===== config.mk =====
export PLATFORM = sky130hd
export DESIGN_NAME = dma_arbiter
export DESIGN_NICKNAME = d
export VERILOG_FILES = /design/src/rtl/dma_arb_pkg.sv /design/src/rtl/dma_arbiter_rr_picker.sv /design/src/rtl/dma_arbiter.sv
export SDC_FILE = /design/constraint.sdc
export NUM_CORES = 1
export LEC_CHECK = 0
export CAP_MARGIN = 20
export CORE_UTILIZATION = 28
export DETAILED_ROUTE_END_ITERATION = 12
export PLACE_DENSITY = 0.82
export SETUP_SLACK_MARGIN = 0.05
export SLEW_MARGIN = 10
export SYNTH_ARGS = -nofsm -noshare
export SYNTH_HDL_FRONTEND = slang
export SYNTH_SLANG_ARGS = --single-unit

===== constraint.sdc =====
create_clock -name clk -period 3.5 [get_ports clk]
set_input_delay 0.35 -clock clk [delete_from_list [all_inputs] [get_ports clk]]
set_output_delay 0.35 -clock clk [all_outputs]
set_load 0.005 [all_outputs]

===== src/rtl/dma_arb_pkg.sv =====
// Shared types and constants for the convolution-layer DMA arbiter.
// Holds the FSM state type, DMA widths and requester IDs.
package dma_arb_pkg;

    typedef enum logic [1:0] {
        IDLE  = 2'd0,
        GRANT = 2'd1,
        GAP   = 2'd2
    } arb_state_t;

    localparam int DMA_ADDR_W = 16;
    localparam int DMA_DATA_W = 16;

    localparam int REQ_LOAD  = 0;
    localparam int REQ_WRITE = 1;
    localparam int REQ_PREV  = 2;

    // Index width that stays legal when there is a single requester.
    function automatic int id_width(input int n);
        return (n > 1) ? $clog2(n) : 1;
    endfunction

endpackage


===== src/rtl/dma_arbiter_rr_picker.sv =====
// Round-robin picker: first set request after rr_ptr, with wrap.
// Ports: req_i (requests), rr_ptr_i (last winner), winner_o, valid_o.
module rr_picker
    import dma_arb_pkg::*;
#(
    parameter int N_REQ = 3,
    parameter int IDW   = id_width(N_REQ)
) (
    input  logic [N_REQ-1:0] req_i,
    input  logic [IDW-1:0]   rr_ptr_i,
    output logic [IDW-1:0]   winner_o,
    output logic             valid_o
);

    always_comb begin
        winner_o = '0;
        valid_o  = 1'b0;
        for (int k = 1; k <= N_REQ; k++) begin
            int idx;
            idx = (int'(rr_ptr_i) + k) % N_REQ;
            if (!valid_o && req_i[idx]) begin
                valid_o  = 1'b1;
                winner_o = IDW'(idx);
            end
        end
    end

endmodule


===== src/rtl/dma_arbiter.sv =====
// Lock-held round-robin arbiter sharing one DMA port between requesters.
// Ports: clk, reset (sync, active-high); req/req_rw/req_addr/req_wdata in;
// grant, owner_id, busy, dma_en/rw/addr/wdata, timeout out.
// Optional macro DMA_ARB_TIMEOUT_EN bounds ownership to HOLD_MAX cycles.
module dma_arbiter
    import dma_arb_pkg::*;
#(
    parameter int N_REQ    = 3,
    parameter int ADDR_W   = DMA_ADDR_W,
    parameter int DATA_W   = DMA_DATA_W,
    parameter int HOLD_MAX = 64,
    parameter int IDW      = id_width(N_REQ)
) (
    input  logic                    clk,
    input  logic                    reset,
    input  logic [N_REQ-1:0]        req,
    input  logic [N_REQ-1:0]        req_rw,
    input  logic [N_REQ*ADDR_W-1:0] req_addr,
    input  logic [N_REQ*DATA_W-1:0] req_wdata,
    output logic [N_REQ-1:0]        grant,
    output logic [IDW-1:0]          owner_id,
    output logic                    busy,
    output logic                    dma_en,
    output logic                    dma_rw,
    output logic [ADDR_W-1:0]       dma_addr,
    output logic [DATA_W-1:0]       dma_wdata,
    output logic [N_REQ-1:0]        timeout
);

    arb_state_t       state_q;
    logic [N_REQ-1:0] grant_q;
    logic [IDW-1:0]   owner_q;
    logic [IDW-1:0]   ptr_q;
    logic             busy_q;
    logic [IDW-1:0]   win_d;
    logic             win_vld_d;

`ifdef DMA_ARB_TIMEOUT_EN
    localparam int HCW = $clog2(HOLD_MAX) + 1;
    localparam logic [HCW-1:0] HOLD_LAST = HCW'(HOLD_MAX - 1);
    logic [HCW-1:0]   hold_q;
    logic [N_REQ-1:0] timeout_q;
`endif

    rr_picker #(
        .N_REQ (N_REQ),
        .IDW   (IDW)
    ) u_pick (
        .req_i    (req),
        .rr_ptr_i (ptr_q),
        .winner_o (win_d),
        .valid_o  (win_vld_d)
    );

    always_ff @(posedge clk) begin
        if (reset) begin
            state_q <= IDLE;
            grant_q <= '0;
            owner_q <= '0;
            ptr_q   <= IDW'(N_REQ - 1);
            busy_q  <= 1'b0;
`ifdef DMA_ARB_TIMEOUT_EN
            hold_q    <= '0;
            timeout_q <= '0;
`endif
        end else begin
`ifdef DMA_ARB_TIMEOUT_EN
            timeout_q <= '0;
`endif
            unique case (state_q)
                IDLE: begin
                    if (win_vld_d) begin
                        state_q <= GRANT;
                        grant_q <= N_REQ'(1) << win_d;
                        owner_q <= win_d;
                        ptr_q   <= win_d;
                        busy_q  <= 1'b1;
`ifdef DMA_ARB_TIMEOUT_EN
                        hold_q  <= '0;
`endif
                    end
                end
                GRANT: begin
                    if (!req[owner_q]) begin
                        state_q <= GAP;
                        grant_q <= '0;
`ifdef DMA_ARB_TIMEOUT_EN
                    end else if (hold_q == HOLD_LAST) begin
                        // Forced release; requester re-arbitrates in IDLE.
                        state_q            <= GAP;
                        grant_q            <= '0;
                        timeout_q[owner_q] <= 1'b1;
                    end else begin
                        hold_q <= hold_q + 1'b1;
`endif
                    end
                end
                GAP: begin
                    state_q <= IDLE;
                    busy_q  <= 1'b0;
                end
                default: begin
                    state_q <= IDLE;
                    grant_q <= '0;
                    busy_q  <= 1'b0;
                end
            endcase
        end
    end

    assign grant    = grant_q;
    assign owner_id = owner_q;
    assign busy     = busy_q;

    // Enable follows the owner's request so a release edge issues no access.
    assign dma_en    = (state_q == GRANT) && req[owner_q];
    assign dma_rw    = req_rw[owner_q];
    assign dma_addr  = req_addr[int'(owner_q)*ADDR_W +: ADDR_W];
    assign dma_wdata = req_wdata[int'(owner_q)*DATA_W +: DATA_W];

`ifdef DMA_ARB_TIMEOUT_EN
    assign timeout = timeout_q;
`else
    assign timeout = '0;
`endif

endmodule


==> summary.md, run 1 <==
| Metric | Value |
|---|---|
| All-Layer GR Usage | 0.217 |
| Synth Area in XOR/XNOR | 0 |
| Final net count | 430 |
| Cts hold-fix bufs | 0 |
| Slew headroom | 0.555 |
| Vias in the first global route | 1682 |
| Most frequent cell after synthesis | nand2_1 |
| Cells along the critical path | buf_4, mux2i_1, o2bb2ai_1, nand3b_1, inv_1, clkdlybuf4s50_1 |
| First-pass DRT Iterations | 6 |
| LEAKAGE | 0.00104 µW |
| Starting density of the core | 0.294 |
| Final Hold Vio Count | 0 |
| Power Density | 515 mW/mm² |
| Startpoint Class | register |
| Post-synthesis cell area | 0.00130 mm² |
| # IOs | 147 |
| Initial antenna violation count | 0 |
| CP top delay family | buffers and inverters |
| Resize count post-CTS | 0 |
| Post-synthesis mux area share | 0.270 |
| Worst-path clk slew | 40 ps |
| RSZ-0062 raised after global routing | no |
| Number of library cell types mapped by synthesis | 33 |
| Pwr Total | 1440 µW |
| Largest net degree at the start of global routing | 40 |
| Fraction of the mapped netlist area in simple logic gates | 0.186 |
| Layout fillers | 417 |
| Post-synthesis async set-or-reset flop share | 0 |
| Max Buffers Root-to-Sink | 2 |
| Non-filler cells, final | 373 |
| Final max-slew violation count | 0 |
| Critical path class | reg -> out |
| Die area | 0.00491 mm² |
| Synth-to-layout area growth | 115% |
| Num CTS Buffers | 3 |
| Max FO, Critical Path | 36 |
| Placed insts | 369 |
| Crit share post-route | 0.718 |
| Worst-Margin Slew | 664 ps |
| Final ANT Viol Nets | 0 |
| Peak Freq | 0.398 GHz |
| Critical path arrival | 2160 ps |
| Vias/cell | 4.81 |
| Area contributors post-synth | mux2i_1 27%, dfxtp_1 14%, o21ai_0 13% |
| Die height | 70.1 µm |
| Buf/Inv on CP | 3 |
| Req. time, crit path | 3150 ps |
| Gp weighted congestion | 0.868 |
| Residual DRC | 0 |
| Post-DP HPWL | 4410 µm |
| Via count | 1793 |
| Die Wd | 70.1 µm |
| Clock Latency Late Sink | 230 ps |
| # setup viols final | 0 |
| Worst hold margin | 463 ps |
| First-pass GRT wire length | 8650 µm |
| Final WL | 5430 µm |
| Synth Area in Compound Gates | 0.279 |
| Most common flop cell mapped by yosys | dfxtp_1 |
| DR iter-0 viols | 56 |
| Post-synthesis adder-cell area fraction | 0.0386 |
| Synth Area per Inst | 6.98 µm² |
| Core Region | 0.00441 mm² |
| Max cap viols | 0 |
| Syn Inst Count | 186 |
| Area share of the largest cell type after synthesis | 0.270 |
| EDFF count, synth | 0 |
| CP peak stage delay | 500 ps |
| Main combinational cell family by area after synthesis | compound AO/OA/AOI/OAI gates |
| Congestion Overflow GR | 0 |
| IO Port Bufs | 143 |
| Setup Buffers After CTS | 0 |
| Post-synthesis sequential area ratio | 0.139 |
| Sink Count | 9 |
| Routed len/inst | 14.6 µm |
| Yosys warnings | 0 |
| Clock Root Buffer | clkbuf_8 |
| Final Skew | 2.47 ps |
| Setup crit end kind | output port |
| Hold Path Class | reg -> reg |
| Crit path time final | 2510 ps |
| Setup tns final | 0 ps |
| Layout cell share with drive strength beyond 1 | 0.0280 |
| Worst VDD drop | 0.295 mV |
| CTS tree | done |
| Status | completed |
| Commonest cells post-synth | 36 x nand2_1, 35 x mux2i_1, 34 x o21ai_0 |
| H-tree Lvls | 1 |
| Slowest cell on crit path | buf_4 |
| FP Rows | 24 |
| Register bit count reported by yosys | 9 |
| Largest area contributor in the netlist | mux2i_1 |
| Ant diodes | 0 |
## sequential cells by signal, indices dropped and copies added (netlist names)
signal,cells
grant,3
owner_id,2
state_q,2
busy,1
ptr_q,1
## final timing paths
check | cells after the start | end | from | slack (ps)
worst max-delay path | 6 | dma_en | owner_id[1]$_SDFFE_PP0P_ | 990
worst min-delay path | 2 | grant[2]$_SDFFE_PP0P_ | grant[2]$_SDFFE_PP0P_ | 460
worst max register to register | 8 | grant[1]$_SDFFE_PP0P_ | owner_id[0]$_SDFFE_PP0P_ | 1140
worst min register to register | 2 | grant[2]$_SDFFE_PP0P_ | grant[2]$_SDFFE_PP0P_ | 460
## cell type report
type,count,area [µm²],share of cell area
repair buffers,146,1450,0.521
inverters,8,30.0,0.0108
clock buffers,4,45.0,0.0161
flip-flops and latches,9,181,0.0650
well taps,52,65.1,0.0233
multi-input cells,154,1020,0.364
## worst register-to-register path, stage by stage, from the launching register on
cell     delay, ps
dfxtp_1        310
buf_4          330
inv_1          130
ha_1           260
a22o_1         190
a211o_1        300
a211o_1        310
a211o_1        330
o22ai_2        140
## cells by family after synthesis
kind of cell | after synthesis
compound gates | 58
simple gates | 54
mux | 35
buf+inv | 25
flops | 9
fa+ha+maj | 4
other cells | 1
## layout by cell type (no fill, tap or decap)
cell,n
a22oi_1,1
conb_1,3
mux2i_1,35
nor2b_2,1
clkdlybuf4s50_1,143
nand2b_1,7
nand3b_1,2
clkbuf_8,3
buf_4,3
a22o_1,1
o31ai_1,1
nor2_1,3
dfxtp_2,1
o311a_1,1
dfxtp_1,8
o21a_1,2
o22ai_2,1
nor4b_1,1
o211a_1,1
a21oi_1,5
inv_1,8
clkbuf_1,1
nand3_1,2
o32a_1,1
o21ai_0,34
nor3_1,1
and2_1,1
ha_1,4
a311oi_1,1
o2bb2ai_1,3
a21o_1,2
a221oi_1,1
a211o_1,3
nand2_1,36
## power breakdown
group	internal, µW	switching [µW]	leakage [µW]
logic	666	477	0.000939
clock network	79.2	39.0	0.0000228
registers	143	32.6	0.0000747
## metal layers
layer,wire length (µm),global-route usage,vias to the layer above
met2,2870,0.410,70
met4,41,0.0289,0
met1,2220,0.257,793
li1,-,-,926
met5,0,0,-
met3,297,0.0404,4
## per-stage QoR
stage,util,instance area [µm²],worst slack [ps]
after floorplan,-,1310,1080
after global placement,0.622,2750,1190
after detailed placement,0.622,2750,1140
after CTS,0.633,2790,969
after global routing,0.633,2790,785
final,0.633,2790,988
Power figures use the tool's default switching activity.
==> run 2, diff against run 1 <==
clock period = 2.6 ns   (was 3.5 ns; I/O delays follow)
==> summary.md, run 2 (synthesized netlist as in run 1, its figures left out) <==
| Metric | Value |
|---|---|
| Status | completed |
| All-Layer GR Usage | 0.229 (+0.0124) |
| Logic pwr share | 0.784 (-0.011) |
| # setup viols final | 0 (unchanged) |
| Hold depth | 2 (unchanged) |
| Routed met3 length | 333 µm (+12%) |
| Die area | 0.00491 mm² (unchanged) |
| Starting density of the core | 0.294 (unchanged) |
| IO Port Bufs | 143 (unchanged) |
| First-pass GRT wire length | 9270 µm (+7.3%) |
| Via count | 1847 (+3.0%) |
| Setup tns final | 0 ps (unchanged) |
| Worst Reg2Reg Path Length in Cells | 7 (-1) |
| Cells along the critical path | nor2b_2, buf_4, o2bb2ai_1, nand3b_1, inv_1, clkdlybuf4s50_1 |
| Final Hold Vio Count | 0 (unchanged) |
| Pwr Total | 1990 µW (+38%) |
| RSZ-0062 raised after global routing | no |
| Max FO, Critical Path | 22 (-39%) |
| FF-to-FF Start | ptr_q[1]$_SDFFE_PP1P_ |
| Clock Latency Late Sink | 230 ps (about the same) |
| Flop pwr share | 0.135 (+0.013) |
| Core Region | 0.00441 mm² (unchanged) |
| Clock Root Buffer | clkbuf_8 |
| Final WL | 5710 µm (+5.2%) |
| Hold Path Class | reg -> reg |
| R2r setup slk | 450 ps (-690 ps) |
| Hold_sp | busy$_SDFFE_PP0P_ |
| Layout cell share with drive strength beyond 1 | 0.0400 (+0.0120) |
| Synth-to-layout area growth | 118% |
| Commonest non-fill, non-tap cell in the layout | clkdlybuf4s50_1 |
| DR WL met2 | 2980 µm (+3.8%) |
| Worst-path clk slew | 50 ps (about the same) |
| First-pass DRT Iterations | 4 (-2) |
| Vias in the first global route | 1781 (+5.9%) |
| Die height | 70.1 µm (unchanged) |
| Setup crit end kind | output port |
| Resize count post-CTS | 0 (unchanged) |
| Power Density | 704 mW/mm² (+37%) |
| Max FFs per register | 3 (unchanged) |
| Critical path arrival | 2040 ps (-120 ps) |
| H-tree Lvls | 1 (unchanged) |
| P_sw | 757 µW (+38%) |
| Layout fillers | 406 (-2.6%) |
| Setup Buffers After CTS | 0 (unchanged) |
| Req. time, crit path | 2340 ps (-810 ps) |
| Die Wd | 70.1 µm (unchanged) |
| Peak Freq | 0.436 GHz |
| Reg2reg end | grant[1]$_SDFFE_PP0P_ |
| Startpoint Class | register |
| Num CTS Buffers | 3 (unchanged) |
| Residual DRC | 0 (unchanged) |
| Vias/cell | 4.90 (+1.9%) |
| Sink Count | 9 (unchanged) |
| Internal | 1230 µW (+38%) |
| Hold path endpoint | busy$_SDFFE_PP0P_ |
| Worst VDD drop | 0.442 mV (+50%) |
| Commonest non-fill, non-tap cells in the layout | 143 x clkdlybuf4s50_1, 36 x nand2_1, 35 x mux2i_1 |
| Critical path class | reg -> out |
| Clock share of power | 0.081 (about the same) |
| Crit share post-route | 0.883 |
| Crit path time final | 2300 ps |
| Final Skew | 4.74 ps (+2.26 ps) |
| Routed len/inst | 15.2 µm (+4.1%) |
| FP Rows | 24 (unchanged) |
| CTS tree | done |
| Switching Fraction | 0.381 (-0.000653) |
| DR iter-0 viols | 69 (+23%) |
| Ant diodes | 0 (unchanged) |
| Worst setup margin | 305 ps (-684 ps) |
| Worst slack at placement | 437 ps (-705 ps) |
| WL met1 | 2290 µm (+2.9%) |
| Max Buffers Root-to-Sink | 2 (unchanged) |
| LEAKAGE | 0.00106 µW (+2.0%) |
| Max cap viols | 0 (unchanged) |
| CP peak stage delay | 490 ps (about the same) |
| Cts hold-fix bufs | 0 (unchanged) |
| # IOs | 147 (unchanged) |
| Initial antenna violation count | 0 (unchanged) |
| Largest net degree at the start of global routing | 23 (-43%) |
| Slowest cell on crit path | clkdlybuf4s50_1 |
| Final max-slew violation count | 0 (unchanged) |
| Congestion Overflow GR | 0 (unchanged) |
| Final net count | 434 (+0.93%) |
| Post-DP HPWL | 4630 µm (+4.9%) |
| Final core occ | 0.639 (+0.00680) |
| Gp weighted congestion | 0.881 (+1.5%) |
| Final ANT Viol Nets | 0 (unchanged) |
| Uppermost layer routed | met4 |
-- run 2: cell count changes in the layout (fill, tap and decap cells not counted) --
cell / delta
buf_4: +4
-- run 2: layer usage --
metal  GRT usage  vias to the layer above
met5           0                        -
met1       0.280                      812
li1            -                      928
met2       0.420                       97
met3      0.0375                       10
met4      0.0444                        0
-- run 2: cell type report --
class	count	area, µm²	share of cell area
Sequential cell	9	181	0.0643
Timing Repair Buffer	150	1480	0.526
Tap cell	52	65.1	0.0230
Clock buffer	4	45.0	0.0160
Inverter	8	30.0	0.0106
Multi-Input combinational cell	154	1020	0.360
-- run 2: how the worst max path moves through the flow --
| stage | cells after the start | slack, ps | startpoint | to |
|---|---|---|---|---|
| global route | 6 | 160 | owner_id[1]$_SDFFE_PP0P_ | dma_en |
| finish | 6 | 300 | owner_id[1]$_SDFFE_PP0P_ | dma_en |
| detailed placement | 6 | 440 | req[2] | grant[1]$_SDFFE_PP0P_ |
| global placement | 6 | 470 | req[2] | dma_en |
| CTS | 6 | 290 | owner_id[1]$_SDFFE_PP0P_ | dma_en |
| floorplan | 9 | 180 | owner_id[0]$_SDFFE_PP0P_ | grant[1]$_SDFFE_PP0P_ |
-- run 2: stage by stage --
step	cells	cell area [µm²]	hold WS, ps
after CTS	377	2820	474
final	377	2820	471
after global routing	377	2820	486
after global placement	373	2780	458
after detailed placement	373	2780	467
after floorplan	188	1310	449
-- run 2: power by group through the flow --
stage | clock (µW) | sequential, µW | combinational, µW
floorplan | 0 | 232 | 754
global placement | 0 | 268 | 1550
detailed placement | 0 | 268 | 1560
CTS | 163 | 268 | 1570
global route | 174 | 280 | 1690
finish | 161 | 267 | 1560
-- run 2: worst max-delay path, delay by kind of cell, from the launching register on --
| family | cells | cell delay [ps] |
|---|---|---|
| buffers and inverters | 3 | 830 |
| flip-flops | 1 | 430 |
| AND/OR/NAND/NOR | 2 | 340 |
| AO/OA/AOI/OAI | 1 | 200 |
==> run 3, diff against run 2 <==
REMOVE_ABC_BUFFERS = 1   (was default)
==> summary.md, run 3 (synthesized netlist as in run 1, its figures left out) <==
| Metric | Value |
|---|---|
| Startpoint Class | register |
| Sink Count | 9 (unchanged) |
| # IOs | 147 (unchanged) |
| Flop pwr share | 0.135 (about the same) |
| Switching Fraction | 0.386 (+0.00457) |
| Final ANT Viol Nets | 0 (unchanged) |
| Largest net degree at the start of global routing | 23 (unchanged) |
| Req. time, crit path | 2340 ps (about the same) |
| Slew headroom | 0.665 |
| Status | completed |
| Ant diodes | 0 (unchanged) |
| Max cap viols | 0 (unchanged) |
| CTS tree | done |
| Clock Root Buffer | clkbuf_8 |
| Worst-path clk slew | 50 ps (about the same) |
| Hold Path Class | reg -> reg |
| Num CTS Buffers | 3 (unchanged) |
| Routed len/inst | 15.0 µm (-0.80%) |
| Logic pwr share | 0.778 (-0.006) |
| FP Rows | 24 (unchanged) |
| Final WL | 5650 µm (-1.1%) |
| Clock Latency Late Sink | 240 ps (about the same) |
| Placed Area | 0.00277 mm² (-0.27%) |
| First-pass GRT wire length | 9040 µm (-2.5%) |
| Worst hold margin | 477 ps (+5.54 ps) |
| Final Skew | 0.994 ps (-3.74 ps) |
| RSZ-0062 raised after global routing | no |
| Cts hold-fix bufs | 0 (unchanged) |
| Resize count post-CTS | 0 (unchanged) |
| Via count | 1875 (+1.5%) |
| Critical path class | reg -> out |
| Clock share of power | 0.087 (+0.006) |
| Peak Freq | 0.447 GHz (+2.5%) |
| Max FO, Critical Path | 16 (-27%) |
| H-tree Lvls | 1 (unchanged) |
| Max Buffers Root-to-Sink | 2 (unchanged) |
| Commonest non-fill, non-tap cells in the layout | 143 x clkdlybuf4s50_1, 36 x nand2_1, 35 x mux2i_1 |
| All-Layer GR Usage | 0.232 (+0.00249) |
| Synth-to-layout area growth | 117% |
| Congestion Overflow GR | 0 (unchanged) |
| Setup crit end kind | output port |
| Vias in the first global route | 1784 (+0.17%) |
| Worst VDD drop | 0.510 mV (+15%) |
| Die Wd | 70.1 µm (unchanged) |
| Crit path time final | 2240 ps (-55.9 ps) |
| Die area | 0.00491 mm² (unchanged) |
| Internal | 1210 µW (-1.2%) |
| Residual DRC | 0 (unchanged) |
| IO Port Bufs | 143 (unchanged) |
| Commonest non-fill, non-tap cell in the layout | clkdlybuf4s50_1 |
| Vias/cell | 4.99 (+1.8%) |
| LEAKAGE | 0.00105 µW (-0.47%) |
| P_sw | 762 µW (+0.70%) |
| Worst-Margin Slew | 502 ps |
| Post-DP HPWL | 4680 µm (+1.0%) |
| Layout cell share with drive strength beyond 1 | 0.0370 (-0.00296) |
| Die height | 70.1 µm (unchanged) |
| Starting density of the core | 0.294 (unchanged) |
| Setup tns final | 0 ps (unchanged) |
| Core Region | 0.00441 mm² (unchanged) |
| Power Density | 702 mW/mm² (-0.22%) |
| Final Hold Vio Count | 0 (unchanged) |
| Critical path arrival | 1980 ps (-60 ps) |
| Final max-slew violation count | 0 (unchanged) |
| First-pass DRT Iterations | 6 (+2) |
| Initial antenna violation count | 0 (unchanged) |
| Post-route cell area | 0.00282 mm² (-0.27%) |
| Crit share post-route | 0.861 (-0.0215) |
| # setup viols final | 0 (unchanged) |
| Layout fillers | 407 (+0.25%) |
| Setup Buffers After CTS | 0 (unchanged) |
| DR iter-0 viols | 96 (+39%) |
| Max FFs per register | 3 (unchanged) |
| Gp weighted congestion | 0.838 (-4.9%) |
| Final net count | 433 (-0.23%) |
-- run 3: cell types whose count changed in the layout (fill, tap and decap cells not counted), sizes merged --
cell and delta:
buf -1
-- run 3: cell type report --
cell class	count	area, µm²	area share
Clock buffer	4	45.0	0.0160
Sequential cell	9	181	0.0644
Tap cell	52	65.1	0.0231
Multi-Input combinational cell	154	1020	0.361
Timing Repair Buffer	149	1480	0.524
Inverter	8	30.0	0.0107
-- run 3: per-stage QoR --
step                      power (µW)  worst slack [ps]  instances  utilization
after floorplan                  960              -395        171            -
after detailed placement        1810               456        372        0.628
after CTS                       1990               323        376        0.638
after global routing            2140               223        376        0.638
after global placement          1790               496        372        0.628
final                           1980               361        376        0.638
-- run 3: worst max-delay path, cell delays in order, from the launching register on --
cell	delay [ps]
dfxtp_2	550
buf_4	350
mux2i_1	100
o21ai_0	200
clkdlybuf4s50_1	540
-- run 3: path summary, 6_finish.rpt --
kind / startpoint / to / slack [ps] / cells past startpoint
worst max register to register: ptr_q[1]$_SDFFE_PP1P_ / grant[1]$_SDFFE_PP0P_ / 470 / 7
worst min register to register: grant[2]$_SDFFE_PP0P_ / grant[2]$_SDFFE_PP0P_ / 480 / 2
worst max-delay path: owner_id[1]$_SDFFE_PP0P_ / dma_wdata[9] / 360 / 4
worst min-delay path: grant[2]$_SDFFE_PP0P_ / grant[2]$_SDFFE_PP0P_ / 480 / 2
-- run 3: per-layer routing --
layer  up-vias  wire length (µm)  track usage
met5         -                 0            0
met4         0               153       0.0800
met3        14               363       0.0433
met2        86              2850        0.423
met1       846              2280        0.267
li1        929                 -            -
-- run 3: power by group through the flow --
stage               registers, µW  clock network [µW]  logic (µW)
floorplan                     324                   0         636
CTS                           268                 174        1540
global placement              269                   0        1520
finish                        267                 171        1540
detailed placement            270                   0        1540
global route                  280                 181        1670
==> RTL edit 1, RTL diff (flow settings as in run 1) <==
Change the package constant `DMA_ADDR_W` from 16 to 17.
--- a/src/rtl/dma_arb_pkg.sv
+++ b/src/rtl/dma_arb_pkg.sv
@@ -8,7 +8,7 @@
         GAP   = 2'd2
     } arb_state_t;
 
-    localparam int DMA_ADDR_W = 16;
+    localparam int DMA_ADDR_W = 17;
     localparam int DMA_DATA_W = 16;
 
     localparam int REQ_LOAD  = 0;
Ports: changed (resized dma_addr and req_addr); port bits go from 147 to 151. No check against the original RTL was run, so the function may have changed too.
==> RTL edit 1 against run 1 <==
Setup slack worse by 54 ps; non-clock buffer count increased by 5; sequential cell count stayed put; synthesized area up 1.4%; wire length shrank 6.3%; maximum frequency decreased by 2.1%; critical endpoint is now dma_addr[13]; total power grew 11%; core utilization is 0.98 points higher; via count up 4.3%; hold slack improved by 22 ps; final area increased by 2.2%; critical path depth fell by 2; the run now ends with design-rule violations left; sequential power rose by 19%.
==> RTL edit 1: results (changes against run 1) <==
met1 track demand over resource in global routing 20.9% (-4.7 points); relative area of non-clock buffer cells in the final design 52.6% (+0.52 points); post-synthesis sequential area ratio 13.7% (-0.20 points); hold_sp grant[0]; Total Nets Final 438 (+1.9%); setup skew after layout 2.78 ps (+0.309 ps); maximum ir drop on the vdd rail 0.275 mV (-6.7%); critical register-to-register path endpoint grant[0]; critical path fanouts, max 23 (-36%); total of buffers placed on input and output ports 147 (+2.8%); multi-input logic area 1050 µm² (+3.0%); drt initial violations 95 (+70%); number of logic inverters in the finished layout 4 (-4); first-pass GRT wire length 8030 µm (-7.1%); Commonest cells post-synth sky130_fd_sc_hd__nand2_1, sky130_fd_sc_hd__mux2i_1, sky130_fd_sc_hd__o21ai_0; number of optimization iterations in the first detailed-route pass 8 (+2); via count of the first global-routing pass 1814 (+7.8%); Static Leak 1.01 nW (-2.8%); filler cell count in the final layout 404 (-3.1%); DRC violations left 18 (+18); share of post-route cells with drive strength above 1 3.68% (+0.88 points); Arr. time, crit path 2220 ps (+60 ps); final-layout clock-cell area share 1.58% (-0.035 points); worst setup path end dma_addr[13]; weighted congestion at the end of routability-driven global placement 0.825 (-5.0%); number of cells on the worst reg-to-reg path 7 (-1); violated checks design-rule violations; highest cell delay on the worst timing path 650 ps (+150 ps); sum of routed wire length over all layers 5090 µm (-6.3%); run status finished with violations; estimated wirelength of the detail-placed design 4040 µm (-8.6%); post-DR vias/cell 4.95 (+2.9%); share of the synthesized area in compound gates (AO/OA/AOI/OAI) 25.9% (-2.0 points); Hold EP grant[0]
==> RTL edit 1: layer usage <==
layer,part of all wire [%],wire length [µm],up-vias
met5,0,0,-
met4,1.7,88,0
met3,10,519,8
met2,52,2620,110
met1,37,1860,816
li1,-,-,936
==> RTL edit 1: power by group through the flow <==
stage / Combinational, mW / Clock [mW] / Sequential (mW)
floorplan: 0.641 / 0 / 0.176
global placement: 1.26 / 0 / 0.210
detailed placement: 1.27 / 0 / 0.212
CTS: 1.28 / 0.122 / 0.211
global route: 1.38 / 0.128 / 0.218
finish: 1.26 / 0.120 / 0.209
==> RTL edit 1: metrics by stage <==
stage	cells	setup WS, ps	area [µm²]	power (mW)
2_1_floorplan	188	836	1320	0.817
5_1_grt	378	741	2860	1.72
4_1_cts	378	869	2860	1.61
3_3_place_gp	374	1170	2810	1.47
3_5_place_dp	374	1130	2810	1.48
6_report	378	935	2860	1.59
==> RTL edit 2, RTL diff (flow settings as in run 1) <==
Made on the original files. Re-encode `arb_state_t` (3 states) as one-hot, 3 bits wide.
--- a/src/rtl/dma_arb_pkg.sv
+++ b/src/rtl/dma_arb_pkg.sv
@@ -2,10 +2,10 @@
 // Holds the FSM state type, DMA widths and requester IDs.
 package dma_arb_pkg;
 
-    typedef enum logic [1:0] {
-        IDLE  = 2'd0,
-        GRANT = 2'd1,
-        GAP   = 2'd2
+    typedef enum logic [2:0] {
+        IDLE  = 3'b001,
+        GRANT = 3'b010,
+        GAP   = 3'b100
     } arb_state_t;
 
     localparam int DMA_ADDR_W = 16;
Behaviour: no difference found for any inputs over 4 cycles, from zero or initial values and one cycle with reset high; so few cycles prove little.
==> RTL edit 2 against run 1 <==
Final area is 2.2% higher; wire length rose by 4.1%; setup slack worse by 160 ps; total power rose by 17%; sequential cell count grew 1; synthesized area is 4.8% higher; first-iteration DRC count decreased by 11%; via count up 4.2%; synthesized cell count rose by 2.7%; non-clock buffer count is the same; global-route usage down 1.3 points; sequential power up 36%; critical endpoint is now dma_addr[6]; largest cell class unchanged.
==> RTL edit 2: results (changes against run 1) <==
run status completed; post-synthesis sequential area ratio 14.7% (+0.83 points); internal reg-to-reg setup slack 980 ps (-160 ps); total track usage 20.4% (-1.3 points); Commonest cells post-synth sky130_fd_sc_hd__nand2_1, sky130_fd_sc_hd__o21ai_0, sky130_fd_sc_hd__mux2i_1; filler cell count in the final layout 400 (-4.1%); drt initial violations 50 (-11%); multiplexer share of the synthesized area 25.8% (-1.2 points); pin count of the biggest net entering global routing 34 (-15%); first-pass GRT wire length 8310 µm (-3.8%); Arr. time, crit path 2320 ps (+160 ps); Hold EP grant[1]; number of clock sinks 10 (+1); hold_sp grant[1]; arithmetic-cell share of the synthesized area counting full adders, half adders and majority gates 3.68% (-0.18 points); Unique masters post-synth 36 (+9.1%); worst setup timing slack at the placement stage 998 ps (-144 ps); multi-input combinational gate total 159 (+3.2%); sequential share of cell area 7.06% (+0.56 points); number of cells on the worst reg-to-reg path 7 (-1); Achievable Freq 0.375 GHz (-5.9%); number of optimization iterations in the first detailed-route pass 4 (-2); number of logic inverters in the finished layout 6 (-2); via count of the first global-routing pass 1680 (-0.12%); Static Leak 1.02 nW (-1.9%); slowest cell on the critical path sky130_fd_sc_hd__dfxtp_2
-- RTL edit 2: where the power goes --
part           switching, mW  internal [mW]  total, mW  leakage [nW]
combinational          0.526          0.766       1.29         0.906
sequential            0.0821          0.157      0.239        0.0826
clock                 0.0491         0.0992      0.148        0.0288
-- RTL edit 2: through the flow --
step | area [µm²] | instances | hold WS [ps] | util, %
after floorplan | 1370 | 193 | 452 | -
after global placement | 2800 | 373 | 452 | 62.2
after detailed placement | 2800 | 373 | 455 | 62.2
after CTS | 2860 | 377 | 466 | 63.4
after global routing | 2860 | 377 | 480 | 63.4
final | 2860 | 377 | 461 | 63.4
-- RTL edit 2: metal layers --
metal	routed length (µm)	track usage (%)	part of all wire [%]	vias up
li1	-	-	-	938
met1	2320	24.6	41	839
met2	2890	37.8	51	87
met3	400	2.53	7.1	5
met4	44	5.23	0.78	0
met5	0	0	0	-
